==> config.mk <==
export PLATFORM = sky130hd
export DESIGN_NAME = seg_mux_capture
export DESIGN_NICKNAME = d
export VERILOG_FILES = /design/src/rtl/seg_capture_pkg.sv /design/src/rtl/seg7_inv_decode.sv /design/src/rtl/seg_mux_capture.sv
export SDC_FILE = /design/constraint.sdc
export NUM_CORES = 1
export LEC_CHECK = 0
export ABC_AREA = 1
export CELL_PAD_IN_SITES_DETAIL_PLACEMENT = 0
export CELL_PAD_IN_SITES_GLOBAL_PLACEMENT = 2
export CORE_UTILIZATION = 32
export DETAILED_ROUTE_END_ITERATION = 8
export GPL_TIMING_DRIVEN = 0
export PLACE_DENSITY_LB_ADDON = 0.1
export SLEW_MARGIN = 20
export SYNTH_ARGS = -nofsm -noshare
export SYNTH_HDL_FRONTEND = slang
export SYNTH_SLANG_ARGS = --single-unit
==> constraint.sdc <==
create_clock -name clk -period 2.51 [get_ports clk]
set_input_delay 0.502 -clock clk [delete_from_list [all_inputs] [get_ports clk]]
set_output_delay 0.502 -clock clk [all_outputs]
set_load 0.01 [all_outputs]
==> src/rtl/seg_capture_pkg.sv <==
// Shared definitions for seg_mux_capture: active-low glyph constants, tracker
// state/struct types and the per-channel tracker step and commit functions.
package seg_capture_pkg;

  localparam int CNT_W = 4;

  localparam logic [6:0] SEG_MINUS = 7'b0111111;
  localparam logic [6:0] SEG_BLANK = 7'b1111111;

  // Index is the nibble value; bit6=g .. bit0=a, a segment is lit when 0.
  localparam logic [6:0] SEG_HEX [16] = '{
    7'b1000000, 7'b1111001, 7'b0100100, 7'b0110000,
    7'b0011001, 7'b0010010, 7'b0000010, 7'b1111000,
    7'b0000000, 7'b0010000, 7'b0001000, 7'b0000011,
    7'b1000110, 7'b0100001, 7'b0000110, 7'b0001110
  };

  typedef enum logic [1:0] {
    TRK_IDLE   = 2'd0,
    TRK_TRACK  = 2'd1,
    TRK_LOCKED = 2'd2
  } trk_state_t;

  typedef struct packed {
    trk_state_t       state;
    logic [3:0]       cand;
    logic [CNT_W-1:0] cnt;
  } trk_t;

  function automatic trk_t trk_next(input trk_t cur, input logic sel, input logic legal,
                                    input logic [3:0] val, input logic [CNT_W-1:0] stable);
    trk_t nxt;
    nxt = cur;
    if (sel) begin
      if (!legal) begin
        nxt.state = TRK_IDLE;
        nxt.cnt   = '0;
      end else begin
        case (cur.state)
          TRK_IDLE: begin
            nxt.state = TRK_TRACK;
            nxt.cand  = val;
            nxt.cnt   = CNT_W'(1);
          end
          TRK_TRACK: begin
            if (val == cur.cand) begin
              if (cur.cnt + CNT_W'(1) >= stable) begin
                nxt.state = TRK_LOCKED;
                nxt.cnt   = stable;
              end else begin
                nxt.cnt = cur.cnt + CNT_W'(1);
              end
            end else begin
              nxt.cand = val;
              nxt.cnt  = CNT_W'(1);
            end
          end
          TRK_LOCKED: begin
            if (val != cur.cand) begin
              nxt.state = TRK_TRACK;
              nxt.cand  = val;
              nxt.cnt   = CNT_W'(1);
            end
          end
          default: begin
            nxt.state = TRK_IDLE;
            nxt.cnt   = '0;
          end
        endcase
      end
    end
    return nxt;
  endfunction

  // True on the sample that carries a tracking channel to its stable count.
  function automatic logic trk_commit(input trk_t cur, input logic sel, input logic legal,
                                      input logic [3:0] val, input logic [CNT_W-1:0] stable);
    return sel && legal && (cur.state == TRK_TRACK) && (val == cur.cand) &&
           (cur.cnt + CNT_W'(1) >= stable);
  endfunction

endpackage

==> src/rtl/seg7_inv_decode.sv <==
// Combinational decoder for one active-low 7-segment pattern; legal flags a
// hex glyph (0-9, A-F), is_minus/is_blank flag the two sign-digit patterns.
module seg7_inv_decode
  import seg_capture_pkg::*;
(
  input  logic [6:0] seg,
  output logic       legal,
  output logic       is_minus,
  output logic       is_blank,
  output logic [3:0] nibble
);

  always_comb begin
    legal  = 1'b0;
    nibble = 4'h0;
    for (int i = 0; i < 16; i++) begin
      if (seg == SEG_HEX[i]) begin
        legal  = 1'b1;
        nibble = 4'(i);
      end
    end
  end

  assign is_minus = (seg == SEG_MINUS);
  assign is_blank = (seg == SEG_BLANK);

endmodule

==> src/rtl/seg_mux_capture.sv <==
// Recovers a signed hex digit from a multiplexed active-low display bus.
// Optional sticky illegal-pattern flag: define SEG_MUX_CAPTURE_ERR_EN.
module seg_mux_capture
  import seg_capture_pkg::*;
#(
  parameter int STABLE_CNT = 4
) (
  input  logic       clk,
  input  logic       rst,
  input  logic [6:0] seg_in,
  input  logic       an3_in,
  input  logic       an4_in,
  output logic [3:0] mag,
  output logic       neg,
  output logic       upd,
  output logic       err
);

  localparam logic [CNT_W-1:0] STABLE = CNT_W'(STABLE_CNT);

  logic [6:0] seg_q;
  logic       an3_q, an4_q;

  always_ff @(posedge clk or posedge rst) begin
    if (rst) begin
      seg_q <= 7'b1111111;
      an3_q <= 1'b1;
      an4_q <= 1'b1;
    end else begin
      seg_q <= seg_in;
      an3_q <= an3_in;
      an4_q <= an4_in;
    end
  end

  // Both anodes low or both high is a blanking/overlap cycle and is ignored.
  logic sel_sgn, sel_mag;
  assign sel_sgn = !an3_q && an4_q;
  assign sel_mag = an3_q && !an4_q;

  logic       s_legal, s_minus, s_blank;
  logic [3:0] s_nib;
  logic       m_legal, m_minus, m_blank;
  logic [3:0] m_nib;

  seg7_inv_decode u_dec_sgn (
    .seg(seg_q), .legal(s_legal), .is_minus(s_minus), .is_blank(s_blank), .nibble(s_nib)
  );

  seg7_inv_decode u_dec_mag (
    .seg(seg_q), .legal(m_legal), .is_minus(m_minus), .is_blank(m_blank), .nibble(m_nib)
  );

  logic unused_dec;
  assign unused_dec = ^{s_legal, s_nib, m_minus, m_blank};

  logic       sgn_legal;
  logic [3:0] sgn_val;
  assign sgn_legal = s_minus || s_blank;
  assign sgn_val   = {3'b000, s_minus};

  // Tracker state lives in these structs so checkers can observe it directly.
  trk_t sgn_trk, mag_trk;
  logic commit_sgn, commit_mag;

  assign commit_sgn = trk_commit(sgn_trk, sel_sgn, sgn_legal, sgn_val, STABLE);
  assign commit_mag = trk_commit(mag_trk, sel_mag, m_legal, m_nib, STABLE);

  always_ff @(posedge clk or posedge rst) begin
    if (rst) begin
      sgn_trk <= '{state: TRK_IDLE, cand: 4'h0, cnt: '0};
      mag_trk <= '{state: TRK_IDLE, cand: 4'h0, cnt: '0};
      mag     <= 4'h0;
      neg     <= 1'b0;
      upd     <= 1'b0;
    end else begin
      sgn_trk <= trk_next(sgn_trk, sel_sgn, sgn_legal, sgn_val, STABLE);
      mag_trk <= trk_next(mag_trk, sel_mag, m_legal, m_nib, STABLE);
      if (commit_sgn) neg <= sgn_val[0];
      if (commit_mag) mag <= m_nib;
      upd <= (commit_sgn && (sgn_val[0] != neg)) || (commit_mag && (m_nib != mag));
    end
  end

`ifdef SEG_MUX_CAPTURE_ERR_EN
  logic err_q;

  always_ff @(posedge clk or posedge rst) begin
    if (rst) begin
      err_q <= 1'b0;
    end else if ((sel_sgn && !sgn_legal) || (sel_mag && !m_legal)) begin
      err_q <= 1'b1;
    end
  end

  assign err = err_q;
`else
  assign err = 1'b0;
`endif

endmodule

== Yosys cells after proc, flatten, opt, wreduce, memory -nomap -nowiden ==
Cells that the tools add are included.
Storage, ports and cells
  register bits after elaboration: 35
  input bits: 11
  output and inout port bits: 7
  logic and storage cells: 133
Cells by class
  $add $sub $neg: 2
  magnitude comparators: 2
  eq/ne operators: 37
  multiplexer cells: 53
  reductions and logical operators: 27
Operators by type and width (count)
  $mux W4: 16
  $pmux W4 S3: 4
  $eq A7 B7 Y1 const B: 5
  $eq A7 B6 Y1 const B: 4
  $eq A7 B5 Y1 const B: 3
  $mux W10: 2
  $mux W1: 17
  $mux W2: 8
  $eq A7 B2 Y1 const B: 2
  $eq A7 B4 Y1 const B: 2
  $logic_and A1 B1 Y1: 12
  $mux W3: 4
  $ne A3 B2 Y1 const B: 4
  $pmux W2 S3: 2
  $reduce_and A5 Y1: 2
  $add A4 B1 Y4 const B: 2
  $ge A4 B3 Y1 const B: 2
  $ne A2 B2 Y1 const B: 4
  $ne A4 B4 Y1: 2
  $reduce_and A4 Y1: 2
  $eq A7 B3 Y1 const B: 1
  $logic_not A7 Y1: 1
  $ne A3 B3 Y1 const B: 2
  $reduce_bool A3 Y1: 2
  other kinds (10): 16

== Longest topological paths before layout ==
  word-level depth: 23
  gate-level depth with buffers: 17
  depth with buffers taken out: 17

== Modules after synthesis ==
From an unflattened synthesis, not the netlist that was laid out.
Second synthesis, totals
  cell total of the unflattened synthesis: 320
  area, all modules: 2262.2 µm²
Modules (own cells, without submodules)
  seg_mux_capture: times used 1, cells each 182, area each 1589.0 µm², sequential area each 812.0 µm²
  seg7_inv_decode: times used 2, cells each 69, area each 336.6 µm², sequential area each 0.0 µm²

== Worst setup path after synthesis ==
OpenSTA, ideal clock, no wires.
  path type: reg-to-reg
  start point: register seg_q[6]
  end point: register mag[0]
  setup time: 0.117 ns
  data arrival time: 1.827 ns
  required time: 2.393 ns
  slack: 0.565 ns
  cell stages (with the launch flop): 16
  path buffers: 0
  period minus slack after synthesis: 1.945 ns
  cell sequence: dfstp_2 > inv_2 > nand2_1 > nor2_1 > nand2_1 > nand2_1 > nor2_2 > nand3b_1 > nand2_1 > nand2_1 > nor2_2 > nand3_4 > nor2_4 > nand2_2 > nand2_1 > nand2_1
On the way
  longest elaborated chain between the ends: 21
  elaborated cells between the ends (all ways): 52
  those cells by class: eq/ne (16); mux (31); reduce/logical (5)
Ends and longest elaborated chain
  from (decl): RTL line seg_mux_capture.sv:21  | logic [6:0] seg_q;
  from (signal assigned): RTL line seg_mux_capture.sv:30  | seg_q <= seg_in;
  $eq A7 B7 Y1: RTL line seg7_inv_decode.sv:17  | if (seg == SEG_HEX[i]) begin
  $mux W1 (13 in series)
  $mux W1: RTL line seg7_inv_decode.sv:17
  $mux W1 (2 in series)
  $logic_and A1 B1 Y1 (4 in series): RTL line seg_capture_pkg.sv:78  | return sel && legal && (cur.state == TRK_TRACK) && (val == cur.cand) &&
  to (signal assigned): RTL line seg_mux_capture.sv:80  | if (commit_mag) mag <= m_nib;
  to (decl): RTL line seg_mux_capture.sv:13  | output logic [3:0] mag,
Several ways; a longest one is shown, not always the timed one.
A chain may end at the register's enable or synchronous reset.

== Worst setup path after layout ==
  start point: register seg_q[5]
  end point: register mag[0]
The elaborated chain is that of the path after synthesis.

==> flow_summary.yaml <==
sta:
  period_needed_ns: 2.25
  fmax_mhz: 445
  setup_tns_ns: 0
  finalSetupViolCount: 0
  slew_headroom_pct: 55.9
  hold_violations: 0
  worst_slew_pin_slew_ns: 0.661
  finalClockSkew_ns: 0.00999
  period_share_pct: 89.6
  drv_slew: 0
  rsz0062_at_grt: "no"
die:
  rows: 27
  die_y_um: 79.4
  die_area_um2: 6310
  start_util_pct: 34.0
  core_um2: 5640
  boundaryPins: 18
  dieWidth_um: 79.4
global_route:
  grt_pass1_vias: 1657
  grt_pass1_wl_um: 7360
  grt_use_total_pct: 15.4
  grt_overflow: 0
  antenna_found_initial: 0
  grt_max_degree: 33
pwr:
  power_density_nw_per_um2: 477
  power_leakage_nw: 1.18
  ir_drop_mv: 0.251
placed_design:
  routabilityCongestion: 0.799
  dp.cells: 352
  dp_hpwl_um: 3170
  port_buffers: 16
cts:
  cts_hold_buf: 0
  htreeDepth: 2
  cts_buffer_depth: 2
  clk_pin_slew_worst_paths_ns: 0.07
  cts_buffers: 5
  clock-sinks: 32
  clk-insertion-delay-late_ns: 0.29
  cts_tree: "yes"
  clock-root-buffer: "clkbuf_8"
hold_path:
  holdPathEnd: "mag_trk[7]"
  min_from: "mag_trk[7]"
  min_path_type: "register to register"
  whs_path_depth: 2
yosys:
  synth-edff-count: 0
  ys_types: 29
  ys.flop_type: "dfrtp_1"
  ys_warn_count: 0
  yosys-top-cells-area: "dfrtp_1 (30%), nand2_1 (16%), dfstp_2 (12%)"
  ys_seq_elements: 32
  seq_area_frac_synth_pct: 42.3
  synthTopCellsByCount: "nand2_1 (82), nor2_1 (33), inv_1 (29)"
  synthMostInstantiatedCell: "nand2_1"
  syn-cell-area_um2: 1920
  syn_nets: 277
  yosysTopAreaCellShare_pct: 30.0
  yosys.area.top_type: "dfrtp_1"
  synth_area_per_cell_um2: 7.27
  async_flop_share_pct: 100
  synthesis.instances: 264
routing:
  drt_iter0_drc: 57
  ant_nets: 0
  drc: 0
  vias_per_cell: 4.63
  dr.pass1.iters: 6
  wl_per_cell_um: 11.2
  wirelength_um: 4030
  num_vias: 1672
critical_path:
  path_delay_family: "simple AND/OR/NAND/NOR gates"
  ff2ff_path_depth: 15
  r2r_slack_ns: 0.26
  cp_cell_sequence: "nand2_1 > nor2_1 > nand3_2 > nand2_2 > nor2_2 > nand2_2 > nand2_1 > nand2_1 > nand2_1 > nor2_2 > nand3_4 > nor2_4 > nand2_4 > nand2_1 > nand2_1"
  cp_slowest_cell: "dfstp_2"
  cpPeakStageDelay_ns: 0.57
  criticalPathCategory: "register to register"
  worst-path-max-fanout: 6
  r2r-end: "mag[0]"
  critPathBufInv: 0
  crit_required_ns: 2.68
  worstPathArrival_ns: 2.42
  end_kind: "register"
  path_common_cell: "nand2_1"
  worst_r2r_startpoint: "seg_q[5]"
  worstSetupStartpointType: "register"
job:
  maxCapViolCount: 0
finish:
  syn2layout_area_growth_pct: 18.6
  drive_above_1_share_pct: 16.3
  diodes: 0
  nets: 301
  layoutNonFillerInstCount: 361
outcome:
  status: "finished, final reports clean"
-- state kept, by name, indices dropped and copies added, names as in the netlist --
register / flops
mag_trk: 10
upd: 1
an3_q: 1
an4_q: 1
neg: 1
seg_q: 7
mag: 4
sgn_trk: 7
-- through the flow --
stage	hold slack [ns]	setup slack, ns	instance area (µm²)	utilization [%]	power, W
floorplan	0.455	0.565	1920	-	0.000669
finish	0.492	0.261	2270	40.3	0.00108
detailed placement	0.476	0.202	2170	38.4	0.000713
global placement	0.470	0.117	2170	38.4	0.000715
CTS	0.493	0.191	2250	39.9	0.00111
global route	0.527	0.00749	2270	40.3	0.00115
-- report_power, final --
part,switching (W),internal [W]
clock,0.000188,0.000194
sequential,0.0000184,0.000539
combinational,0.0000921,0.0000527
-- layer usage --
| metal | vias up | part of all wire, % | track usage (%) | wire length, µm |
|---|---|---|---|---|
| met5 | - | 0 | 0 | 0 |
| met4 | 0 | 1.8 | 6.00 | 71 |
| met3 | 6 | 2.8 | 3.66 | 113 |
| met2 | 21 | 44 | 24.6 | 1770 |
| met1 | 772 | 51 | 19.8 | 2070 |
| li1 | 873 | - | - | - |
-- area by class of cell --
cell class / instances / area, µm²
repair buffers: 17 / 168
fillers: 590 / 3370
flip-flops and latches: 32 / 812
plain buffers: 1 / 7.51
well taps: 72 / 90.1
clock buffers: 7 / 76.3
inverters: 35 / 131
clock inverters: 1 / 5.00
multi-input cells: 196 / 985
-- kinds of logic (layout without fill, tap and decap cells) --
| family | count (synthesis) | count (layout) | share of synthesized area [%] |
|---|---|---|---|
| AND/OR/NAND/NOR | 170 | 170 | 40.4 |
| other | 1 | 1 | 0.196 |
| adder cells (fa/ha/maj) | 2 | 2 | 1.30 |
| AO/OA/AOI/OAI | 15 | 15 | 4.83 |
| flip-flops | 32 | 32 | 42.3 |
| XOR/XNOR | 8 | 8 | 3.65 |
| buffers and inverters | 36 | 61 | 7.24 |
-- worst max path at each step --
stage / from / endpoint / slack [ns] / depth (start not counted)
2_1_floorplan: seg_q[6] / mag[0] / 0.57 / 15
3_3_place_gp: seg_q[3] / mag[3] / 0.12 / 13
3_5_place_dp: seg_q[3] / mag[0] / 0.20 / 13
4_1_cts: seg_q[5] / mag[0] / 0.19 / 13
5_1_grt: seg_q[2] / sgn_trk[8] / 0.007 / 10
6_report: seg_q[5] / mag[0] / 0.26 / 15
-- worst min-delay path: stages (launching register included) --
cell and delay (ns):
dfrtp_1 0.36, nand2_1 0.06, nand2_1 0.05
-- timing repair --
| item | in CTS | in global routing |
|---|---|---|
| buffers inserted | 0 | 1 |
| setup endpoints to repair | 0 | 5 |
| resized for setup | 0 | 4 |
-- placed cells by master, fill, tap and decap left out, types with 2 or more instances in the layout --
master	n
nand2_1	82
nor2_1	32
inv_1	28
dfrtp_1	23
nand3_1	21
clkdlybuf4s50_1	16
dfstp_2	9
nor2_2	8
nand4_1	7
inv_2	7
nand2_2	6
xor2_1	5
clkbuf_8	5
a21oi_1	4
nor2_4	4
nor3_1	4
o21ai_0	4
xnor2_1	3
nand3_2	2
nand3b_1	2
ha_1	2
buf_4	2
clkbuf_1	2
(Power assumes the default switching activity.)
